## config.mk

```make
export PLATFORM = sky130hd
export DESIGN_NAME = sdram_rw_scheduler
export DESIGN_NICKNAME = d
export VERILOG_FILES = /design/src/rtl/sdram_rw_scheduler.sv
export SDC_FILE = /design/constraint.sdc
export NUM_CORES = 1
export LEC_CHECK = 0
export ABC_AREA = 1
export BUFFER_PORTS_ARGS = -buffer_cell sky130_fd_sc_hd__buf_2
export CORE_MARGIN = 1
export CORE_UTILIZATION = 30
export CTS_CLUSTER_SIZE = 16
export DETAILED_ROUTE_END_ITERATION = 7
export GPL_ROUTABILITY_DRIVEN = 0
export SLEW_MARGIN = 0
export SYNTH_ARGS = -nofsm -noshare
export SYNTH_HDL_FRONTEND = slang
export SYNTH_SLANG_ARGS = --single-unit
```

## constraint.sdc

```tcl
create_clock -name clk -period 2.5 [get_ports clk]
set_clock_uncertainty 0.1 [all_clocks]
set_input_delay 0.25 -clock clk [delete_from_list [all_inputs] [get_ports clk]]
set_output_delay 0.25 -clock clk [all_outputs]
set_load 0.05 [all_outputs]
```

## src/rtl/sdram_rw_scheduler.sv

```systemverilog
// Burst-level read/write scheduler sitting above the SDRAM controller.
// Optional watchdog on the WAIT states is enabled by defining SCHED_WDOG_EN.
module sdram_rw_scheduler #(
  parameter int LVL_W       = 10,
  parameter int BURST_WORDS = 4,
  parameter int MAX_BURSTS  = 1024,
  parameter int TIMEOUT     = 255,
  localparam int CNT_W      = $clog2(MAX_BURSTS + 1)
) (
  input  logic             clk,
  input  logic             rst,
  input  logic             enable,
  input  logic [LVL_W-1:0] wfifo_level,
  input  logic [LVL_W-1:0] rfifo_free,
  input  logic             wr_done,
  input  logic             rd_done,
  output logic             wr_trig,
  output logic             rd_trig,
  output logic             busy,
  output logic [CNT_W-1:0] stored_bursts,
  output logic             store_full,
  output logic             store_empty,
  output logic             err_timeout
);

  typedef enum logic [2:0] {IDLE, WR_REQ, WR_WAIT, RD_REQ, RD_WAIT} state_t;

  state_t state;
  logic   last_grant;  // 1 = last burst granted was a write
  logic   wr_ok, rd_ok, grant_wr, grant_rd;
  logic   wait_done;
  logic   wd_expired;

  assign store_full  = (stored_bursts == CNT_W'(MAX_BURSTS));
  assign store_empty = (stored_bursts == '0);

  always_comb begin
    wr_ok     = enable & (wfifo_level >= LVL_W'(BURST_WORDS)) & ~store_full;
    rd_ok     = enable & ~store_empty & (rfifo_free >= LVL_W'(BURST_WORDS));
    // On a tie, hand the slot to whichever direction did not go last.
    grant_wr  = wr_ok & (~rd_ok | ~last_grant);
    grant_rd  = rd_ok & (~wr_ok | last_grant);
    wait_done = ((state == WR_WAIT) & wr_done) | ((state == RD_WAIT) & rd_done);
  end

`ifdef SCHED_WDOG_EN
  localparam int WD_W = ($clog2(TIMEOUT + 1) > 8) ? $clog2(TIMEOUT + 1) : 8;
  logic [WD_W-1:0] wd_cnt;

  assign wd_expired = (wd_cnt == WD_W'(TIMEOUT - 1));

  // Counter is cleared in every non-WAIT state, so it restarts on each WAIT entry.
  always_ff @(posedge clk or posedge rst) begin
    if (rst) begin
      wd_cnt      <= '0;
      err_timeout <= 1'b0;
    end else begin
      if ((state == WR_WAIT) || (state == RD_WAIT)) begin
        wd_cnt <= wd_cnt + 1'b1;
        if (wd_expired && !wait_done)
          err_timeout <= 1'b1;
      end else begin
        wd_cnt <= '0;
      end
    end
  end
`else
  assign wd_expired  = 1'b0;
  assign err_timeout = 1'b0;
`endif

  always_ff @(posedge clk or posedge rst) begin
    if (rst) begin
      state         <= IDLE;
      last_grant    <= 1'b0;
      wr_trig       <= 1'b0;
      rd_trig       <= 1'b0;
      busy          <= 1'b0;
      stored_bursts <= '0;
    end else begin
      wr_trig <= 1'b0;
      rd_trig <= 1'b0;
      case (state)
        IDLE: begin
          if (grant_wr) begin
            state   <= WR_REQ;
            wr_trig <= 1'b1;
            busy    <= 1'b1;
          end else if (grant_rd) begin
            state   <= RD_REQ;
            rd_trig <= 1'b1;
            busy    <= 1'b1;
          end
        end
        WR_REQ: begin
          last_grant <= 1'b1;
          state      <= WR_WAIT;
        end
        WR_WAIT: begin
          if (wr_done) begin
            stored_bursts <= stored_bursts + 1'b1;
            state         <= IDLE;
            busy          <= 1'b0;
          end else if (wd_expired) begin
            state <= IDLE;
            busy  <= 1'b0;
          end
        end
        RD_REQ: begin
          last_grant <= 1'b0;
          state      <= RD_WAIT;
        end
        RD_WAIT: begin
          if (rd_done) begin
            stored_bursts <= stored_bursts - 1'b1;
            state         <= IDLE;
            busy          <= 1'b0;
          end else if (wd_expired) begin
            state <= IDLE;
            busy  <= 1'b0;
          end
        end
        default: begin
          state <= IDLE;
          busy  <= 1'b0;
        end
      endcase
    end
  end

endmodule

```

==> results of run 1 <==
[placed cells by master, fill, tap and decap left out, drive strengths merged]
cell type	count
nand2	62
ha	9
o211ai	1
o31ai	1
or2	3
inv	31
conb	1
fa	1
nand4	2
nor2	33
nor3	3
o21bai	1
buf	39
nand3	16
a31oi	2
xor2	2
nor4	1
o21ai	11
dfrtp	18
clkinvlp	2
clkbuf	4
a21oi	7
[kinds of logic after synthesis]
family / synth area share
simple gates: 0.364
buf+inv: 0.101
compound gates: 0.103
flops: 0.322
fa+ha+maj: 0.0948
xor+xnor: 0.0125
other cells: 0.00268
[cell type report]
class	instances	area, µm²	share of cell area
multi-input combinational	156	810	0.472
sequential	18	450	0.262
timing repair buffer	39	203	0.118
inverter	32	126	0.0736
tap	52	65.1	0.0379
clock buffer	4	55.1	0.0321
timing repair inverter	1	7.51	0.00437
[sequential cells by signal, summed over array words and instances (netlist names)]
signal and count:
state 3, rd_trig 1, last_grant 1, wr_trig 1, busy 1, stored_bursts 11
[power by group through the flow]
| stage | Sequential (mW) | Clock [mW] | Combinational, mW |
|---|---|---|---|
| detailed placement | 0.553 | 0 | 1.47 |
| global placement | 0.551 | 0 | 1.45 |
| finish | 0.546 | 0.248 | 1.50 |
| global route | 0.573 | 0.266 | 1.69 |
| floorplan | 0.863 | 0 | 0.858 |
| CTS | 0.548 | 0.256 | 1.48 |
[stage by stage]
step	cells	hold WS, ps	worst slack [ps]	cell area (µm²)
finish	302	4.64	215	1720
CTS	299	37.9	133	1690
floorplan	208	88.6	250	1400
detailed placement	295	317	145	1630
global placement	295	315	182	1630
global route	302	71.1	-26.0	1720
[per-layer routing]
layer / GRT usage / wire (µm)
met1: 0.182 / 1630
met2: 0.224 / 1420
met3: 0.0202 / 159
met4: 0.0578 / 59
met5: 0 / 0
[timing repair]
action | in CTS | in global routing
setup buffers | 0 | 2
gates resized for setup | 0 | 3
endpoints found under the setup margin | 0 | 1
[final timing paths]
| check | from | to | slack (ps) |
|---|---|---|---|
| setup / recovery | state[0] | stored_bursts[10] | 210 |
| hold / removal | rst | stored_bursts[3] | 5 |
| setup reg to reg | state[0] | stored_bursts[10] | 210 |
| hold reg to reg | state[0] | wr_trig | 370 |
| max in group asynchronous | rst | stored_bursts[2] | 1820 |
| min in group clk | rd_done | state[2] | 190 |
==> results.md, run 1 <==
* Vias in the first global route at ~1.3k
* Ant diodes at 0
* FF-to-FF path depth at 14
* Drt via density at 4.60
* Worst-path clk slew at roughly 80 ps
* RSZ-0062 raised after global routing: true
* Final HPWL DP at about 2400 µm
* Slew headroom at 0.509
* Synth cell types at 29
* Layout cells sized above 1 at 0.228
* Pint at around 1 mW
* Max Slew Vio Count at 0
* Asr flop ratio synth at 1.00
* Share of the synthesized area in the top cell type at 0.322
* PwrDens at between 1000 and 1500 nW/µm²
* Crit path max-delay cell type: dfrtp_1
* DRT iter0 DRCs at 62
* TritonCTS clock tree: yes
* Port bufs at 36
* Cell with the most instances after synthesis: nand2_1
* Critical path required time at around 2500 ps
* Sequential element share of the synthesized area at 0.322
* FILL cells at just under 500
* Top FF cell, synth: dfrtp_1
* Final period utilization at 0.914
* Stages on worst setup path at 14
* Final hold violations at 0
* Share of the core filled with cells at 0.389
* GR Overflow Total at 0
* Nets@finish at 286
* Area growth syn-to-layout at 22.7%
* Synth area leaders: dfrtp_1 32%, nand2_1 16%, nor2_1 8.9%
* Post-Syn Area per Cell at about 6.7 µm²
* Chip Width at approximately 70 µm
* DRC Markers at 0
* Clk network pwr share at 0.108
* Slowest Stage Delay on Critical Path at approximately 400 ps
* CP startpoint kind: flop
* Die ar. at approximately 4900 µm²
* Status: finished, final reports clean
* Leakage at around 0.96 nW
* Critical path's top delay family: simple AND/OR/NAND/NOR gates
* Syn nets at between 200 and 250
* Worst EP arrival at between 2000 and 2500 ps
* Post-synth EDFFs at 0
* Hold Path Class: input port to async pin
* Crit path buf inv count at 3
* Final setup fails at 0
* TritonCTS Buffers at 3
* Fin crit period at 2290 ps
* Clock buffer depth at 2
* Comb pwr share at 0.654
* Initial antenna violation count at 0
* Worst Path Max Fanout at 6
* Vias at 1388
* Net Sw Frac at 0.558
* Ports at 42
* Max Fclk at 438 MHz
* Die Ht at between 70 and 80 µm
* Pin count of the biggest net entering global routing at 19
* CP cell instances: inv_1 -> nand3_2 -> clkinvlp_4 -> ha_2 -> a21oi_1 -> nor2_1 -> nor2_1 -> nand2_1 -> nand2_1 -> nand2_1 -> nand2_1 -> inv_1 -> o21ai_0 -> nand2_1
* Most instantiated cells after synthesis: 60 x nand2_1, 33 x nor2_1, 30 x inv_1
* H-tree levels at 1
* Area leader, netlist: dfrtp_1
* Mapped Cells at between 200 and 250
* Overall routing resource usage at 0.138
* Clock Latency Late Sink at ~260 ps
* First-pass GRT wire length at 5530 µm
* DRT Wirelength at about 3300 µm
* WL/cell at 10.8 µm
* Critical setup path kind: flop to flop
* Max-cap violation count at 0
* Hold_buf cts at 0
* VDD IR max at between 500 and 600 µV
* Synth Register Bits at 18
* Worst slew pin tran at around 740 ps
* Nature of the critical path endpoint: flop
* Reg power frac at 0.238
* Clk sinks at 18
* Setup TNS Final at 0 ps
* Cell mode on critical path: nand2_1
* Synth warn at 0
* Initial Utilization at 0.317
* Total Power Consumption at about 2.3 mW
* Antenna-violating nets left at 0
* Drt pass-1 iters at 5
* Synthesized area at ~1400 µm²
* # rows at 24
* CTS Root Cell: clkbuf_8
* Net Switching at between 1 and 1.5 mW
* Core Area at around 4400 µm²
No activity file was read; power rests on OpenSTA's default activity.
==> run 2, diff against run 1 <==
MAX_ROUTING_LAYER = met4   (was not set)
==> run 2 against run 1 <==
  * First-iteration DRC count up 3.2%
  * Final cell count unchanged
  * Register-to-register slack about the same
  * Largest power group unchanged
  * Sequential power about the same
  * Routed wire length about the same
  * Critical path depth unchanged
  * Global-route usage up 0.39 points
  * Sequential share of layout area unchanged
  * Non-clock buffer count unchanged
  * Combinational power about the same
  * Total power about the same
==> results.md, run 2 (synthesized netlist as in run 1, its figures left out) <==
* Status: finished, final reports clean
* Nets@finish at 286 (unchanged)
* Drt via density at 4.61 (+0.36%)
* First-pass GRT wire length at 5530 µm (unchanged)
* Initial Utilization at 0.317 (unchanged)
* Core Area at 4410 µm² (unchanged)
* TritonCTS clock tree: yes
* Antenna-violating nets left at 0 (unchanged)
* Chip Width at 70.3 µm (unchanged)
* Leakage at 0.964 nW (unchanged)
* Final hold violations at 0 (unchanged)
* Net Sw Frac at 0.558 (about the same)
* Die ar. at 4940 µm² (unchanged)
* Slew headroom at 0.508 (-0.000512)
* Net Switching at 1.28 mW (about the same)
* Die Ht at 70.3 µm (unchanged)
* Max Slew Vio Count at 0 (unchanged)
* Post-route insts no fill at 302 (unchanged)
* Pint at 1.02 mW (about the same)
* Ant diodes at 0 (unchanged)
* Post-DP Area at 1630 µm² (unchanged)
* Port bufs at 36 (unchanged)
* Initial antenna violation count at 0 (unchanged)
* Share of the core filled with cells at 0.389 (unchanged)
* DRC Markers at 0 (unchanged)
* TritonCTS Buffers at 3 (unchanged)
* Max Fclk at 438 MHz (+0.18%)
* # rows at 24 (unchanged)
* Commonest non-fill, non-tap cells in the layout: 60 x nand2_1, 36 x buf_2, 33 x nor2_1
* Reg power frac at 0.237 (about the same)
* H-tree levels at 1 (unchanged)
* Pin count of the biggest net entering global routing at 19 (unchanged)
* Vias at 1393 (+0.36%)
* Post-route design area at 1720 µm² (unchanged)
* Critical setup path kind: flop to flop
* RSZ-0062 raised after global routing: true
* Regs by FF count: stored_bursts: 11 flops, state: 3 flops
* Hold_buf cts at 0 (unchanged)
* Clk network pwr share at 0.109 (about the same)
* Final setup fails at 0 (unchanged)
* Worst Path Max Fanout at 6 (unchanged)
* Comb pwr share at 0.654 (about the same)
* Max reg flops at 11 (unchanged)
* Vias in the first global route at 1279 (unchanged)
* Commonest non-fill, non-tap cell in the layout: nand2_1
* CP startpoint kind: flop
* PwrDens at 1340 nW/µm² (about the same)
* Ports at 42 (unchanged)
* Drt pass-1 iters at 4 (-1)
* Area growth syn-to-layout at 22.7% (unchanged)
* Critical path required time at 2540 ps (about the same)
* Worst EP arrival at 2320 ps (about the same)
* Worst-path clk slew at 80 ps (about the same)
* Placed Instances at 295 (unchanged)
* Largest Register: stored_bursts
* Fin crit period at 2280 ps (-4.08 ps)
* Max-cap violation count at 0 (unchanged)
* Hold Path Class: input port to async pin
* Clock buffer depth at 2 (unchanged)
* Layout cells sized above 1 at 0.228 (unchanged)
* DRT Wirelength at 3270 µm (about the same)
* Worst slew pin tran at 737 ps (+0.768 ps)
* Final HPWL DP at 2410 µm (unchanged)
* Clk sinks at 18 (unchanged)
* Nature of the critical path endpoint: flop
* DRT iter0 DRCs at 64 (+3.2%)
* GR Overflow Total at 0 (unchanged)
* CTS Root Cell: clkbuf_8
* Clock Latency Late Sink at 260 ps (about the same)
* VDD IR max at 514 µV (+0.10%)
* Final period utilization at 0.912 (-0.00163)
* Overall routing resource usage at 0.142 (+0.00388)
* WL/cell at 10.8 µm (about the same)
## run 2: repair_timing
item,4_1_cts,5_1_grt
gates resized for setup,0,3
endpoints found under the setup margin,0,1
setup buffers,0,2
## run 2: critical path: stages, from the launching register on
cell and delay (ps):
dfrtp_1 400, inv_1 110, nand3_2 140, clkinvlp_4 170, ha_2 320, a21oi_1 190, nor2_1 60, nor2_1 120
nand2_1 130, nand2_1 80, nand2_1 70, nand2_1 60, inv_1 30, o21ai_0 130, nand2_1 60
## run 2: through the flow
step           setup WS, ps  total power, mW  hold slack (ps)  setup TNS, ps
3_3_place_gp            182             2.01              315              0
5_1_grt               -26.0             2.53             71.1          -26.0
4_1_cts                 133             2.28             37.9              0
6_report                219             2.30             2.50              0
2_1_floorplan           250             1.72             88.6              0
3_5_place_dp            145             2.02              317              0
## run 2: cell type report
class,instances,area (µm²)
Fill cell,486,2700
Multi-Input combinational cell,156,810
Sequential cell,18,450
Timing Repair Buffer,39,203
Inverter,32,126
Tap cell,52,65.1
Clock buffer,4,55.1
Timing Repair inverter,1,7.51
## run 2: power by group through the flow
stage / registers (mW) / clock network (mW) / logic (mW)
3_5_place_dp: 0.553 / 0 / 1.47
4_1_cts: 0.548 / 0.256 / 1.48
2_1_floorplan: 0.863 / 0 / 0.858
6_report: 0.545 / 0.250 / 1.50
5_1_grt: 0.573 / 0.266 / 1.69
3_3_place_gp: 0.551 / 0 / 1.45
## run 2: worst paths after layout
check,cells after the start,slack [ps],startpoint,to
max reg2reg,14,220,state[0],stored_bursts[10]
max in group asynchronous,2,1820,rst,stored_bursts[2]
max,14,220,state[0],stored_bursts[10]
min in group clk,3,190,rd_done,state[2]
min reg2reg,1,370,state[0],wr_trig
min,2,2,rst,stored_bursts[3]
## run 2: layer usage
layer | share of wire | vias to the layer above | wire, µm | GRT usage
met5 | 0 | - | 0 | -
met4 | 0.017 | 0 | 57 | 0.0578
met3 | 0.050 | 4 | 164 | 0.0202
met2 | 0.43 | 38 | 1410 | 0.224
met1 | 0.50 | 610 | 1640 | 0.182
li1 | - | 741 | - | -
